<file path="src/rtl/instr_fetch_unit.sv">
// rtl/instr_fetch_unit.sv - PC register and instruction-fetch sequencer with req/ack memory and valid/ready decode handshakes
module instr_fetch_unit #(
    parameter logic [15:0] RESET_PC = 16'h0000,
    parameter int          TIMEOUT  = 64,
    parameter int          CNT_W    = 8
) (
    input  logic        clk,
    input  logic        reset_n,
    input  logic [15:0] NewPC,
    input  logic        NewPCValid,
    output logic [15:0] OldPC,
    output logic        IMemReq,
    output logic [15:0] IMemAddr,
    input  logic        IMemAck,
    input  logic [31:0] IMemData,
    output logic [31:0] Instruction,
    output logic        InstrValid,
    input  logic        InstrReady,
    output logic        FetchErr
);

    typedef enum logic [2:0] {
        IDLE    = 3'd0,
        REQ     = 3'd1,
        HOLD    = 3'd2,
        WAIT_PC = 3'd3,
        HALT    = 3'd4
    } state_t;

    // Counter value seen on the TIMEOUT-th cycle spent in REQ
    localparam logic [CNT_W-1:0] CNT_LAST = CNT_W'(TIMEOUT - 1);

    state_t             state;
    state_t             stateNext;
    logic [CNT_W-1:0]   cnt;
    logic [CNT_W-1:0]   cntNext;
    logic [15:0]        pcNext;
    logic               reqNext;
    logic [31:0]        instrNext;
    logic               validNext;
    logic               errNext;
    logic               pcAligned;

    // The memory address is always the held PC; it only moves when a new PC is accepted
    assign IMemAddr  = OldPC;
    assign pcAligned = (NewPC[1:0] == 2'b00);

    // State and all outputs are registered; reset is asynchronous so it aborts any request at once
    always_ff @(posedge clk or negedge reset_n) begin
        if (!reset_n) begin
            state       <= IDLE;
            cnt         <= '0;
            OldPC       <= RESET_PC;
            IMemReq     <= 1'b0;
            Instruction <= 32'h0;
            InstrValid  <= 1'b0;
            FetchErr    <= 1'b0;
        end else begin
            state       <= stateNext;
            cnt         <= cntNext;
            OldPC       <= pcNext;
            IMemReq     <= reqNext;
            Instruction <= instrNext;
            InstrValid  <= validNext;
            FetchErr    <= errNext;
        end
    end

    // Next-state and next-output decode; every register holds its value unless a branch changes it
    always_comb begin
        stateNext = state;
        cntNext   = cnt;
        pcNext    = OldPC;
        reqNext   = IMemReq;
        instrNext = Instruction;
        validNext = InstrValid;
        errNext   = FetchErr;

        case (state)
            IDLE: begin
                stateNext = REQ;
                cntNext   = '0;
                reqNext   = 1'b1;
            end

            REQ: begin
                // An ack on the timeout edge still wins over the error
                if (IMemAck) begin
                    instrNext = IMemData;
                    validNext = 1'b1;
                    reqNext   = 1'b0;
                    stateNext = HOLD;
                end else if (cnt == CNT_LAST) begin
                    errNext   = 1'b1;
                    reqNext   = 1'b0;
                    stateNext = HALT;
                end else begin
                    cntNext   = cnt + CNT_W'(1);
                end
            end

            HOLD: begin
                if (InstrReady) begin
                    validNext = 1'b0;
                    // A new PC arriving with the handoff skips the WAIT_PC cycle
                    if (NewPCValid) begin
                        if (pcAligned) begin
                            pcNext    = NewPC;
                            cntNext   = '0;
                            reqNext   = 1'b1;
                            stateNext = REQ;
                        end else begin
                            errNext   = 1'b1;
                            stateNext = HALT;
                        end
                    end else begin
                        stateNext = WAIT_PC;
                    end
                end
            end

            WAIT_PC: begin
                if (NewPCValid) begin
                    if (pcAligned) begin
                        pcNext    = NewPC;
                        cntNext   = '0;
                        reqNext   = 1'b1;
                        stateNext = REQ;
                    end else begin
                        errNext   = 1'b1;
                        stateNext = HALT;
                    end
                end
            end

            HALT: begin
                reqNext   = 1'b0;
                validNext = 1'b0;
                errNext   = 1'b1;
            end

            default: begin
                reqNext   = 1'b0;
                validNext = 1'b0;
                errNext   = 1'b1;
                stateNext = HALT;
            end
        endcase
    end

endmodule

</file>
<file path="config.mk">
export PLATFORM = sky130hd
export DESIGN_NAME = instr_fetch_unit
export DESIGN_NICKNAME = d
export VERILOG_FILES = /design/src/rtl/instr_fetch_unit.sv
export SDC_FILE = /design/constraint.sdc
export NUM_CORES = 1
export LEC_CHECK = 0
export CORE_AREA = 3 3 91 76
export CTS_CLUSTER_SIZE = 30
export DETAILED_ROUTE_END_ITERATION = 10
export DIE_AREA = 0 0 94 79
export HOLD_SLACK_MARGIN = 0.08
export PLACE_DENSITY_LB_ADDON = 0.3
export SETUP_SLACK_MARGIN = 0.1
export SYNTH_ARGS = -nofsm -noshare
export SYNTH_HDL_FRONTEND = slang
export SYNTH_SLANG_ARGS = --single-unit
</file>
<file path="constraint.sdc">
create_clock -name clk -period 5.5 [get_ports clk]
set_clock_uncertainty 0.05 [all_clocks]
set_input_delay 0.55 -clock clk [delete_from_list [all_inputs] [get_ports clk]]
set_output_delay 0.55 -clock clk [all_outputs]
set_load 0.005 [all_outputs]
</file>
# [Word-level counts from Yosys, hierarchy flattened]
# Cells that the tools add are included.
[word_totals] input_bits=53 ff_bits=62 output_inout_bits=67 wordCells=67
[classes] bitwise_logic=3 addsub=1 eq_ne=12 n_reduce_logical=12 n_mux=32
[op_table] operator="$mux 16" n=3
[op_table] operator="$mux 8" n=5
[op_table] operator="$pmux 16 s2" n=1
[op_table] operator="$pmux 8 s4" n=1
[op_table] operator="$mux 3" n=6
[op_table] operator="$pmux 3 s5" n=1
[op_table] operator="$mux 1" n=12
[op_table] operator="$ne 2x2->1 const B" n=6
[op_table] operator="$reduce_and 4->1" n=3
[op_table] operator="$add 8x1->8 const B" n=1
[op_table] operator="$eq 8x6->1 const B" n=1
[op_table] operator="$pmux 1 s4" n=2
[op_table] operator="$eq 3x2->1 const B" n=2
[op_table] operator="$reduce_and 2->1" n=3
[op_table] operator="$reduce_bool 4->1" n=1
[op_table] operator="$eq 3x1->1 const B" n=1
[op_table] operator="$eq 3x3->1 const B" n=1
[op_table] operator="$logic_not 3->1" n=1
[op_table] operator="$ne 3x3->1 const B" n=1
[op_table] operator="$not 1->1" n=3
[op_table] operator="$pmux 1 s3" n=1
[op_table] operator="$reduce_and 3->1" n=1
[op_table] operator="$logic_not 2->1" n=1
[op_table] operator="$reduce_bool 2->1" n=1
[op_table] operator="$reduce_or 2->1" n=1

# [Longest topological paths before layout]
[logic_depth] ltp_word=5 depth_mapped=6 mapped_depth_nobuf=5

# [Worst setup path before layout]
# Ideal clock, no wire load.
[synth_path] kind="input to register" startpoint="in NewPC[1]" endpoint="reg OldPC[10] (netlist: IMemAddr[10])" setup_ns=0.125 path_buffers=2 setup_slack_ns=3.485 required_ns=5.325 path_stages=5 arrival_time_ns=1.840 cell_sequence="or4b_1 -> or2_1 -> buf_6 -> buf_6 -> mux2_4"
[synth_via] elab_chain_len=5
[synth_lines] item="start, declared" line_no="9" rtl="input logic [15:0] NewPC,"
[synth_lines] item="$logic_not 2->1 *" line_no="46" rtl="assign pcAligned = (NewPC[1:0] == 2'b00);"
[synth_lines] item="$mux 16 * (2 in series)"
[synth_lines] item="$mux 16"
[synth_lines] item="$pmux 16 s2 *"
[synth_lines] item="end signal, assigned" line_no="61" rtl="OldPC <= pcNext;"
[synth_lines] item="end, declared" line_no="11" rtl="output logic [15:0] OldPC,"
# Mark *: on every way between the ends. The rest lies on a longest branch, timed or not. The select of a mux whose other input is x is not followed.
# A chain may end at the register's enable or synchronous reset.

# [Worst setup path after layout]
[layout_path] startpoint="in NewPC[1]" endpoint="reg OldPC[11] (netlist: IMemAddr[11])"
# Same word-level chain as after synthesis.

==> summary.txt <==
Yosys
  • Cell Area, Synth: 2710 um2
  • Asr flop ratio synth: 100%
  • Post-synth EDFFs: 0
  • Top FF cell, synth: dfrtp_1
  • Syn_nets: 259
  • Syn Area/Cell: 13.2 um2
  • Post-synth top cells: dfrtp_1 (62), mux2_2 (39), buf_4 (16)
  • Post-synth cell types: 36
  • Biggest area consumer among synthesized cells: dfrtp_1
  • Seq/Total Area, Yosys: 57.4%
  • #FFs+latches synth: 62
  • Top post-synthesis cells by area: dfrtp_1 (57%), mux2_2 (16%), buf_4 (4.4%)
  • Top-count cell post-synth: dfrtp_1
  • Yosys top cell area share: 57.4%
  • Yosys Warn Count: 0
  • Post-Synthesis Cells: 205

Clock network
  • CTS Hold Bufs: 0
  • H-tree Lvls: 3
  • CTS root buf: clkbuf_8
  • Clk Latency, worst-skew pair: 0.32 ns
  • Clock-pin slew on the worst setup and hold paths: 0.07 ns
  • Num CTS Buffers: 9
  • CTS Sinks: 62
  • CTS Buffer Depth: 2
  • CTS tree: yes
  • Setup Buffers After CTS: 0
  • Resize count post-CTS: 0

Global route
  • Vias in the first global route: 2061
  • Largest net degree at the start of global routing: 63
  • GR Overflow Total: 0
  • Initial antenna violation count: 0
  • First-pass GRT wire length: 10500 um
  • GRT Total Usage: 18.4%

Timing
  • Slew headroom: 37.6%
  • Unrepaired setup endpoints after global routing: no
  • Fin crit share: 41.5%
  • FMAX: 0.438 GHz
  • Worst-margin pin slew: 0.923 ns
  • Fin. max-slew vios: 0
  • Post-layout min period: 2.28 ns
  • Hold Violations, Final: 0
  • Worst setup margin: 3.22 ns
  • Setup TNS: 0 ns
  • Final setup vio count: 0

Setup path
  • Family with the most delay on the worst path: simple AND/OR/NAND/NOR gates
  • CP cell instances: clkdlybuf4s50_1 -> or4b_1 -> or2_1 -> mux2_4
  • Critical path required time: 5.66 ns
  • Crit. End Element: flop
  • Critical-path maximum fanout: 16
  • Arr. time, crit path: 2.44 ns
  • Max incr delay on CP: 0.54 ns
  • Slowest CP cell: or4b_1
  • Critical path buffers and inverters: 1
  • CP startpoint kind: input pin
  • Crit Path Category: input pin to flop

Floorplan
  • Die area: 7430 um2
  • Rows: 25
  • IO Count: 120
  • Initial cell density of the core: 45.5%
  • Core Region: 5940 um2
  • Die H: 79 um
  • Die Width: 94 um

Final layout
  • Nets: 365
  • Fillers: 485
  • N_diodes: 0
  • Reg area: 1550 um2
  • P&R area growth vs syn: 47.3%
  • Multi-input logic area: 971 um2
  • Share of cells above drive strength 1: 21.0%

Pwr
  • Power per cell area: 428 nW/um2
  • VDD IR max: 0.263 mV
  • Leak Pwr: 1.72 nW

Route
  • DR WL/cell: 15.9 um
  • Post-route ant nets: 0
  • Vias: 1991
  • Drt pass-1 iters: 4
  • WL final: 6310 um
  • Initial DRC Count: 154
  • Via/cell ratio: 5.03
  • Drt drc: 0

Place
  • Final HPWL from detailed placement: 4590 um
  • Port Buffers: 119
  • GPL Wtd Cong: 0.832
  • Dpl ws: 2.87 ns

Min path
  • HP Class: input pin to async pin

Status
  • Outcome: finished clean

Job
  • Total of max-cap violations: 0
[power breakdown]
group	internal (mW)	switching (mW)	leakage, nW	total, mW
Clock	0.158	0.169	0.0817	0.327
Sequential	0.613	0.101	0.795	0.714
Combinational	0.461	0.202	0.845	0.663
[registers in the layout (all words and copies together), names as in the netlist]
register	cells
cnt	8
IMemReq	1
FetchErr	1
IMemAddr	16
Instruction	32
state	3
InstrValid	1
[per-layer routing]
metal / track usage [%] / up-vias / share of wire, %
li1: - / 919 / -
met1: 23.5 / 953 / 43
met2: 27.6 / 112 / 44
met3: 8.05 / 7 / 12
met4: 7.07 / 0 / 1.3
met5: 0 / - / 0
[kinds of logic (layout without fill, tap and decap cells)]
group	count (synthesis)	count (layout)	share of synthesized area [%]
DFF	62	62	57.4
adders and majority gates	1	1	0.462
buffers and inverters	27	137	6.75
and+or+nand+nor	40	40	7.77
AOI/OAI and AO/OA	28	28	6.98
muxes	47	47	20.7
[cells in the final DEF, fill, tap and decap left out, drive strengths merged, types with 2 or more instances in the layout]
cell,Yosys,layout
a21oi,6,6
nor3,6,6
nor2,10,10
nor2b,2,2
buf,23,3
mux2,47,47
dfrtp,62,62
nand2b,2,2
clkbuf,3,10
clkdlybuf4s50,0,118
clkinv,0,4
a22o,5,5
nand2,6,6
and2,4,4
nand3,3,3
a211oi,2,2
o21ai,8,8
[path summary, 6_finish.rpt]
path	startpoint	endpoint	slack [ns]	cells past startpoint
max	NewPC[1]	IMemAddr[11]$_DFFE_PN0P_	3.22	4
min	reset_n	state[2]$_DFFE_PN0P_	0.33	2
max reg2reg	state[2]$_DFFE_PN0P_	IMemAddr[11]$_DFFE_PN0P_	3.35	3
min reg2reg	FetchErr$_DFFE_PN0P_	FetchErr$_DFFE_PN0P_	0.44	2
max in group asynchronous	reset_n	cnt[7]$_DFFE_PN0P_	4.55	2
min in group clk	FetchErr$_DFFE_PN0P_	FetchErr$_DFFE_PN0P_	0.44	2
[through the flow]
stage	instances	util, %	hold WS, ns	power (mW)	area, um2
5_1_grt	396	67.0	0.407	1.82	3980
3_3_place_gp	381	64.4	0.410	1.37	3830
4_1_cts	396	67.0	0.362	1.73	3980
2_1_floorplan	205	-	0.204	0.983	2710
3_5_place_dp	381	64.4	0.412	1.39	3830
6_report	396	67.0	0.334	1.70	3980
[layout make-up]
type	count	area share, %
flip-flops and latches	62	38.9
inverters	1	0.0942
well taps	81	2.54
multi-input cells	116	24.4
clock buffers	10	3.20
repair buffers	121	30.2
clock inverters	5	0.691
No activity file was read; power rests on OpenSTA's default activity.
